**src/rtl/uart_tx_arbiter_pkg.sv**
```systemverilog
// uart_tx_arbiter_pkg
//   Shared definitions for the UART transmit arbiter.
//   - arb_state_t : 3-bit arbiter state encoding (ARB_IDLE .. ARB_DONE)
//   - GRANT_W     : width of the grant / winner index (supports up to 8 requesters)
//   - CNT_W       : width of the busy-timeout counter
package uart_tx_arbiter_pkg;

  localparam int GRANT_W = 3;
  localparam int CNT_W   = 5;

  typedef enum logic [2:0] {
    ARB_IDLE      = 3'd0,
    ARB_START     = 3'd1,
    ARB_WAIT_BUSY = 3'd2,
    ARB_SENDING   = 3'd3,
    ARB_DONE      = 3'd4
  } arb_state_t;

endpackage

```
**src/rtl/uart_arb_pick.sv**
```systemverilog
// uart_arb_pick
//   Purely combinational winner selection for the UART transmit arbiter.
//   Ports:
//     pending   in  N_REQ   requesters holding a byte
//     last      in  3       previous winner (round-robin pointer)
//     fixed_pri in  1       1: lowest index wins, 0: round-robin from last+1
//     winner    out 3       selected requester index
//     valid     out 1       at least one requester is pending
module uart_arb_pick
  import uart_tx_arbiter_pkg::*;
#(
  parameter int N_REQ = 4
) (
  input  logic [N_REQ-1:0]   pending,
  input  logic [GRANT_W-1:0] last,
  input  logic               fixed_pri,
  output logic [GRANT_W-1:0] winner,
  output logic               valid
);

  localparam int IW = (N_REQ > 1) ? $clog2(N_REQ) : 1;

  // Scan candidates from lowest to highest priority so the highest-priority hit is written last
  always_comb begin
    winner = '0;
    valid  = |pending;
    if (fixed_pri) begin
      for (int i = N_REQ - 1; i >= 0; i--) begin
        winner = pending[IW'(i)] ? GRANT_W'(i) : winner;
      end
    end else begin
      for (int off = N_REQ; off >= 1; off--) begin
        winner = pending[IW'((int'(last) + off) % N_REQ)] ?
                 GRANT_W'((int'(last) + off) % N_REQ) : winner;
      end
    end
  end

endmodule

```
**src/rtl/uart_tx_arbiter.sv**
```systemverilog
// uart_tx_arbiter
//   Shares one uart_transmit instance between N_REQ byte producers. Each producer
//   posts a byte with a one-cycle strobe; the byte is held until it has been sent.
//   Build option: define UART_ARB_FIXED_PRI_EN for fixed priority (lowest index
//   wins); otherwise winners are chosen round-robin starting after the last grant.
//   Ports:
//     clk, rst   in   clock, synchronous active-high reset
//     req        in   N_REQ         per-requester post strobe
//     req_data   in   N_REQ*DATA_W  byte of requester i at [i*DATA_W +: DATA_W]
//     pending    out  N_REQ         requester has a held byte not yet completed
//     done       out  N_REQ         one-cycle pulse when a byte finished on the line
//     overflow   out  N_REQ         sticky: post arrived while still pending
//     ovf_clr    in   1             clear all overflow bits
//     tx_send    out  1             start strobe to uart_transmit
//     tx_data    out  DATA_W        byte to uart_transmit, stable START..DONE
//     tx_ready   in   1             ready from uart_transmit
//     busy       out  1             sequencer not idle
//     grant      out  3             current or last winner
module uart_tx_arbiter
  import uart_tx_arbiter_pkg::*;
#(
  parameter int N_REQ        = 4,
  parameter int DATA_W       = 8,
  parameter int BUSY_TIMEOUT = 16
) (
  input  logic                    clk,
  input  logic                    rst,
  input  logic [N_REQ-1:0]        req,
  input  logic [N_REQ*DATA_W-1:0] req_data,
  output logic [N_REQ-1:0]        pending,
  output logic [N_REQ-1:0]        done,
  output logic [N_REQ-1:0]        overflow,
  input  logic                    ovf_clr,
  output logic                    tx_send,
  output logic [DATA_W-1:0]       tx_data,
  input  logic                    tx_ready,
  output logic                    busy,
  output logic [GRANT_W-1:0]      grant
);

  localparam int IW = (N_REQ > 1) ? $clog2(N_REQ) : 1;
  localparam logic [CNT_W-1:0] TO_LAST = CNT_W'(BUSY_TIMEOUT - 1);
  localparam logic [CNT_W-1:0] TO_MAX  = CNT_W'(BUSY_TIMEOUT);

`ifdef UART_ARB_FIXED_PRI_EN
  localparam logic FIXED_PRI = 1'b1;
`else
  localparam logic FIXED_PRI = 1'b0;
`endif

  arb_state_t         state_r;
  logic [CNT_W-1:0]   cnt_r;
  logic [DATA_W-1:0]  hold_r [N_REQ];
  logic [DATA_W-1:0]  req_byte_s [N_REQ];
  logic [DATA_W-1:0]  sel_byte_s;
  logic [N_REQ-1:0]   grant_onehot_s;
  logic [GRANT_W-1:0] winner_s;
  logic               valid_s;

  for (genvar g = 0; g < N_REQ; g++) begin : g_req_byte
    assign req_byte_s[g] = req_data[g*DATA_W +: DATA_W];
  end

  uart_arb_pick #(.N_REQ(N_REQ)) u_pick (
    .pending   (pending),
    .last      (grant),
    .fixed_pri (FIXED_PRI),
    .winner    (winner_s),
    .valid     (valid_s)
  );

  // Mux the winner's held byte and decode the grant to a one-hot done vector
  always_comb begin
    sel_byte_s     = '0;
    grant_onehot_s = '0;
    for (int i = 0; i < N_REQ; i++) begin
      sel_byte_s        = (winner_s == GRANT_W'(i)) ? hold_r[IW'(i)] : sel_byte_s;
      grant_onehot_s[IW'(i)] = (grant == GRANT_W'(i));
    end
  end

  // Holding registers, pending flags and sticky overflow per requester
  always_ff @(posedge clk) begin
    if (rst) begin
      pending  <= '0;
      overflow <= '0;
      for (int i = 0; i < N_REQ; i++) begin
        hold_r[IW'(i)] <= '0;
      end
    end else begin
      for (int i = 0; i < N_REQ; i++) begin
        // A repost in the done cycle refills the slot instead of overflowing.
        if (req[IW'(i)] && (!pending[IW'(i)] || done[IW'(i)])) begin
          hold_r[IW'(i)]  <= req_byte_s[IW'(i)];
          pending[IW'(i)] <= 1'b1;
        end else if (done[IW'(i)]) begin
          pending[IW'(i)] <= 1'b0;
        end
        // A new overflow event takes precedence over a simultaneous clear.
        if (req[IW'(i)] && pending[IW'(i)] && !done[IW'(i)]) begin
          overflow[IW'(i)] <= 1'b1;
        end else if (ovf_clr) begin
          overflow[IW'(i)] <= 1'b0;
        end
      end
    end
  end

  // Arbitration and send/ready handshake sequencer
  always_ff @(posedge clk) begin
    if (rst) begin
      state_r <= ARB_IDLE;
      cnt_r   <= '0;
      tx_send <= 1'b0;
      tx_data <= '0;
      done    <= '0;
      busy    <= 1'b0;
      grant   <= GRANT_W'(N_REQ - 1);
    end else begin
      tx_send <= 1'b0;
      done    <= '0;
      case (state_r)
        ARB_IDLE: begin
          if (valid_s && tx_ready) begin
            grant   <= winner_s;
            tx_data <= sel_byte_s;
            tx_send <= 1'b1;
            cnt_r   <= '0;
            busy    <= 1'b1;
            state_r <= ARB_START;
          end
        end
        ARB_START: begin
          state_r <= ARB_WAIT_BUSY;
        end
        ARB_WAIT_BUSY: begin
          if (!tx_ready) begin
            state_r <= ARB_SENDING;
          end else if (cnt_r == TO_LAST) begin
            // The UART never acknowledged the strobe; issue it again.
            tx_send <= 1'b1;
            cnt_r   <= '0;
            state_r <= ARB_START;
          end else if (cnt_r < TO_MAX) begin
            cnt_r <= cnt_r + CNT_W'(1);
          end
        end
        ARB_SENDING: begin
          if (tx_ready) begin
            done    <= grant_onehot_s;
            state_r <= ARB_DONE;
          end
        end
        ARB_DONE: begin
          busy    <= 1'b0;
          state_r <= ARB_IDLE;
        end
        default: begin
          busy    <= 1'b0;
          state_r <= ARB_IDLE;
        end
      endcase
    end
  end

endmodule
```
**config.mk**
```make
export PLATFORM = sky130hd
export DESIGN_NAME = uart_tx_arbiter
export DESIGN_NICKNAME = d
export VERILOG_FILES = /design/src/rtl/uart_tx_arbiter_pkg.sv /design/src/rtl/uart_arb_pick.sv /design/src/rtl/uart_tx_arbiter.sv
export SDC_FILE = /design/constraint.sdc
export NUM_CORES = 1
export LEC_CHECK = 0
export ABC_AREA = 1
export ABC_CLOCK_PERIOD_IN_PS = 1350
export CAP_MARGIN = 25
export CORE_ASPECT_RATIO = 1.75
export CORE_MARGIN = 5
export CORE_UTILIZATION = 41
export CTS_CLUSTER_DIAMETER = 30
export DETAILED_ROUTE_END_ITERATION = 16
export GPL_TIMING_DRIVEN = 0
export PLACE_DENSITY_LB_ADDON = 0.3
export SLEW_MARGIN = 10
export SYNTH_ARGS = -nofsm -noshare
export SYNTH_HDL_FRONTEND = slang
export SYNTH_SLANG_ARGS = --single-unit
```
**constraint.sdc**
```tcl
create_clock -name clk -period 1.35 [get_ports clk]
set_input_delay 0.135 -clock clk [delete_from_list [all_inputs] [get_ports clk]]
set_output_delay 0.135 -clock clk [all_outputs]
set_load 0.02 [all_outputs]
```
==> impl_metrics.yaml, run 1 <==
critical_path:
  path_buf_inv: 3
  slowest_stage: "dfxtp_4"
  path_cells: "inv_4 -> ha_4 -> nand2_2 -> nand2_2 -> nand3_4 -> nand2_8 -> buf_6 -> nand2_1 -> nand3_1 -> nand2_1 -> inv_1"
  cpLargestDelayFamily: "simple AND/OR/NAND/NOR gates"
  path_class: "flip-flop to flip-flop"
  path_max_fanout: 6
  crit_path_max_incr_delay_ns: 0.40
  end_kind: "flip-flop"
  arrival_ns: 1.71
  start_kind: "flip-flop"
  cp.required_ns: 1.59
routing:
  dr.pass1.iters: 4
  vias: 1662
  drt_iter0_markers: 50
  wl_per_cell_um: 12.0
  via_per_inst: 4.59
  drt-total-wl_um: 4340
  drc: 0
  antenna_left: 0
timing:
  finalMaxSlewViolations: 0
  timing.fmax_ghz: 0.682
  setup_ws_ns: -0.116
  fin_hold_ws_ns: 0.197
  setup_viol: 9
  skew_ns: 0.00664
  fin_setup_tns_ns: -0.864
  period_share_pct: 109
  final-hold-violation-count: 0
  rsz0062_at_grt: "true"
  period_minus_slack_ns: 1.47
placement:
  place.gp.congestion: 0.865
  numPortBuffers: 38
  dp_cells: 345
  dpl_cell_area_um2: 2500
  dp_hpwl_um: 3190
  pre_cts_ws_ns: -0.166
logic_synthesis:
  ys.flop_type: "dfxtp_1"
  synth.area.top_cells: "dfxtp_1 26%, edfxtp_1 24%, inv_1 8.9%"
  synth_cell_types: 26
  synthArstFlopShare_pct: 0
  synth.avg_cell_area_um2: 8.00
  yosysWarnings: 0
  yosysTopAreaCell: "dfxtp_1"
  synth_top_cell_area_share_pct: 26.1
  ys_seq_area_share_pct: 50.3
  synth_area_um2: 1990
  syn-instance-count: 249
  synth_seq_cells: 42
  synth_edf_count: 16
global_route:
  grt_max_degree: 13
  grt_pass1_wl_um: 6640
  antenna_found_initial: 0
  grt-ovfl-total: 0
  grt_pass1_vias: 1539
  track_usage_pct: 13.3
run_status:
  outcome: "finished with violations"
  violations: "negative setup slack"
cts:
  path_clk_slew_ns: 0.08
  htreeDepth: 2
  root_buffer: "clkbuf_8"
  cts_buffers: 5
  clkSinkCount: 42
  clk_latency_ns: 0.29
  clockBufferDepth: 2
  cts_tree: "built"
power_and_ir_drop:
  power_mw: 3.43
  cellLeakagePower_nw: 1.33
  pwr-share-clk_pct: 22.2
  pwr-share-seq_pct: 46.2
  swShare_pct: 33.6
  cellInternalPower_mw: 2.28
  ir_drop_mv: 0.898
  power_density_nw_per_um2: 1230
  switchingPower_mw: 1.15
  combPwrFrac_pct: 31.6
cells_and_area:
  post-route-util_pct: 59.0
  n_antenna_cell: 0
  final_cell_mix: "45 x inv_1, 45 x nor2_1, 36 x nand2_1, 20 x dfxtp_1, 19 x clkdlybuf4s50_1"
  final_area_um2: 2780
  final_cells: 362
  area_growth_syn_to_layout_pct: 39.3
  drive_gt1_share_pct: 21.6
  finalNetCount: 352
die:
  initial_core_util_pct: 42.3
  chipWidth_um: 62.7
  rows: 33
  placeableCoreArea_um2: 4710
  dieArea_um2: 6410
  die-height_um: 102
  design.portCount: 65
job:
  maxCapViolations: 0
worst_hold_path:
  hold_class: "primary input to flip-flop"
## synth_stat cells (3+ instances only)
master     n
edfxtp_1  16
nand3_2    4
nand2_1   41
nand4_1    3
buf_4      7
dfxtp_1   26
inv_1     47
nor2_1    46
a21oi_1   10
ha_1       3
nand3_1   27
## power by group through the flow
stage | logic (mW) | clock network (mW) | registers, mW
global route | 1.19 | 0.838 | 1.60
CTS | 0.927 | 0.781 | 1.57
detailed placement | 0.955 | 0 | 1.60
global placement | 0.947 | 0 | 1.59
floorplan | 0.592 | 0 | 1.65
finish | 1.08 | 0.762 | 1.58
## sequential cells by signal (all words and copies together), names as in the netlist
name,cells
tx_data,8
state_r,3
overflow,2
pending,2
busy,1
done,2
hold_r,16
grant,2
cnt_r,5
tx_send,1
## timing repair
item / CTS / global route
gates resized for setup: 19 / 35
setup endpoints to repair: 25 / 13
pin swaps: 0 / 9
cloned: 0 / 1
buffers inserted: 0 / 8
hold buffers: 0 / 0
## routing by layer
metal  wire, um  global-route usage [%]  vias to the layer above
met2       2500                    26.4                       33
met4        112                    7.52                        0
met1       1560                    11.8                      734
met5          0                       0                        -
li1           -                       -                      886
met3        171                    3.41                        9
## cell families (layout without fill, tap and decap cells)
| family | Yosys count | in the layout | synth area share (%) |
|---|---|---|---|
| and+or+nand+nor | 128 | 129 | 29.5 |
| adders and majority gates | 3 | 3 | 1.88 |
| other | 1 | 7 | 0.188 |
| DFF | 42 | 42 | 50.3 |
| AOI/OAI and AO/OA | 16 | 16 | 4.71 |
| buffers and inverters | 59 | 113 | 13.5 |
## final timing paths
kind / start / end / slack, ns / depth (start not counted)
hold / removal: rst / state_r[2] / 0.20 / 2
setup reg to reg: grant[0] / tx_data[6] / -0.12 / 11
setup / recovery: grant[0] / tx_data[6] / -0.12 / 11
hold reg to reg: overflow[1] / overflow[1] / 0.47 / 2
## layout make-up
cell class | count | area [um2]
buffer | 11 | 88.8
sequential | 42 | 1010
inverter | 48 | 183
fill | 449 | 1930
timing repair buffer | 46 | 448
clock buffer | 5 | 68.8
clock inverter | 3 | 11.3
multi-input combinational | 155 | 897
tap | 52 | 65.1
(Power assumes the default switching activity.)
==> run 2: changes to the inputs <==
- CAP_MARGIN: 25 -> 5
==> results of run 2 <==
Final layout, timing and power as in run 1 (identical DEF).
==> run 3: changes to the inputs <==
- RECOVER_POWER: default -> 100
==> results of run 3 <==
Final layout, timing and power as in run 1 (identical DEF).
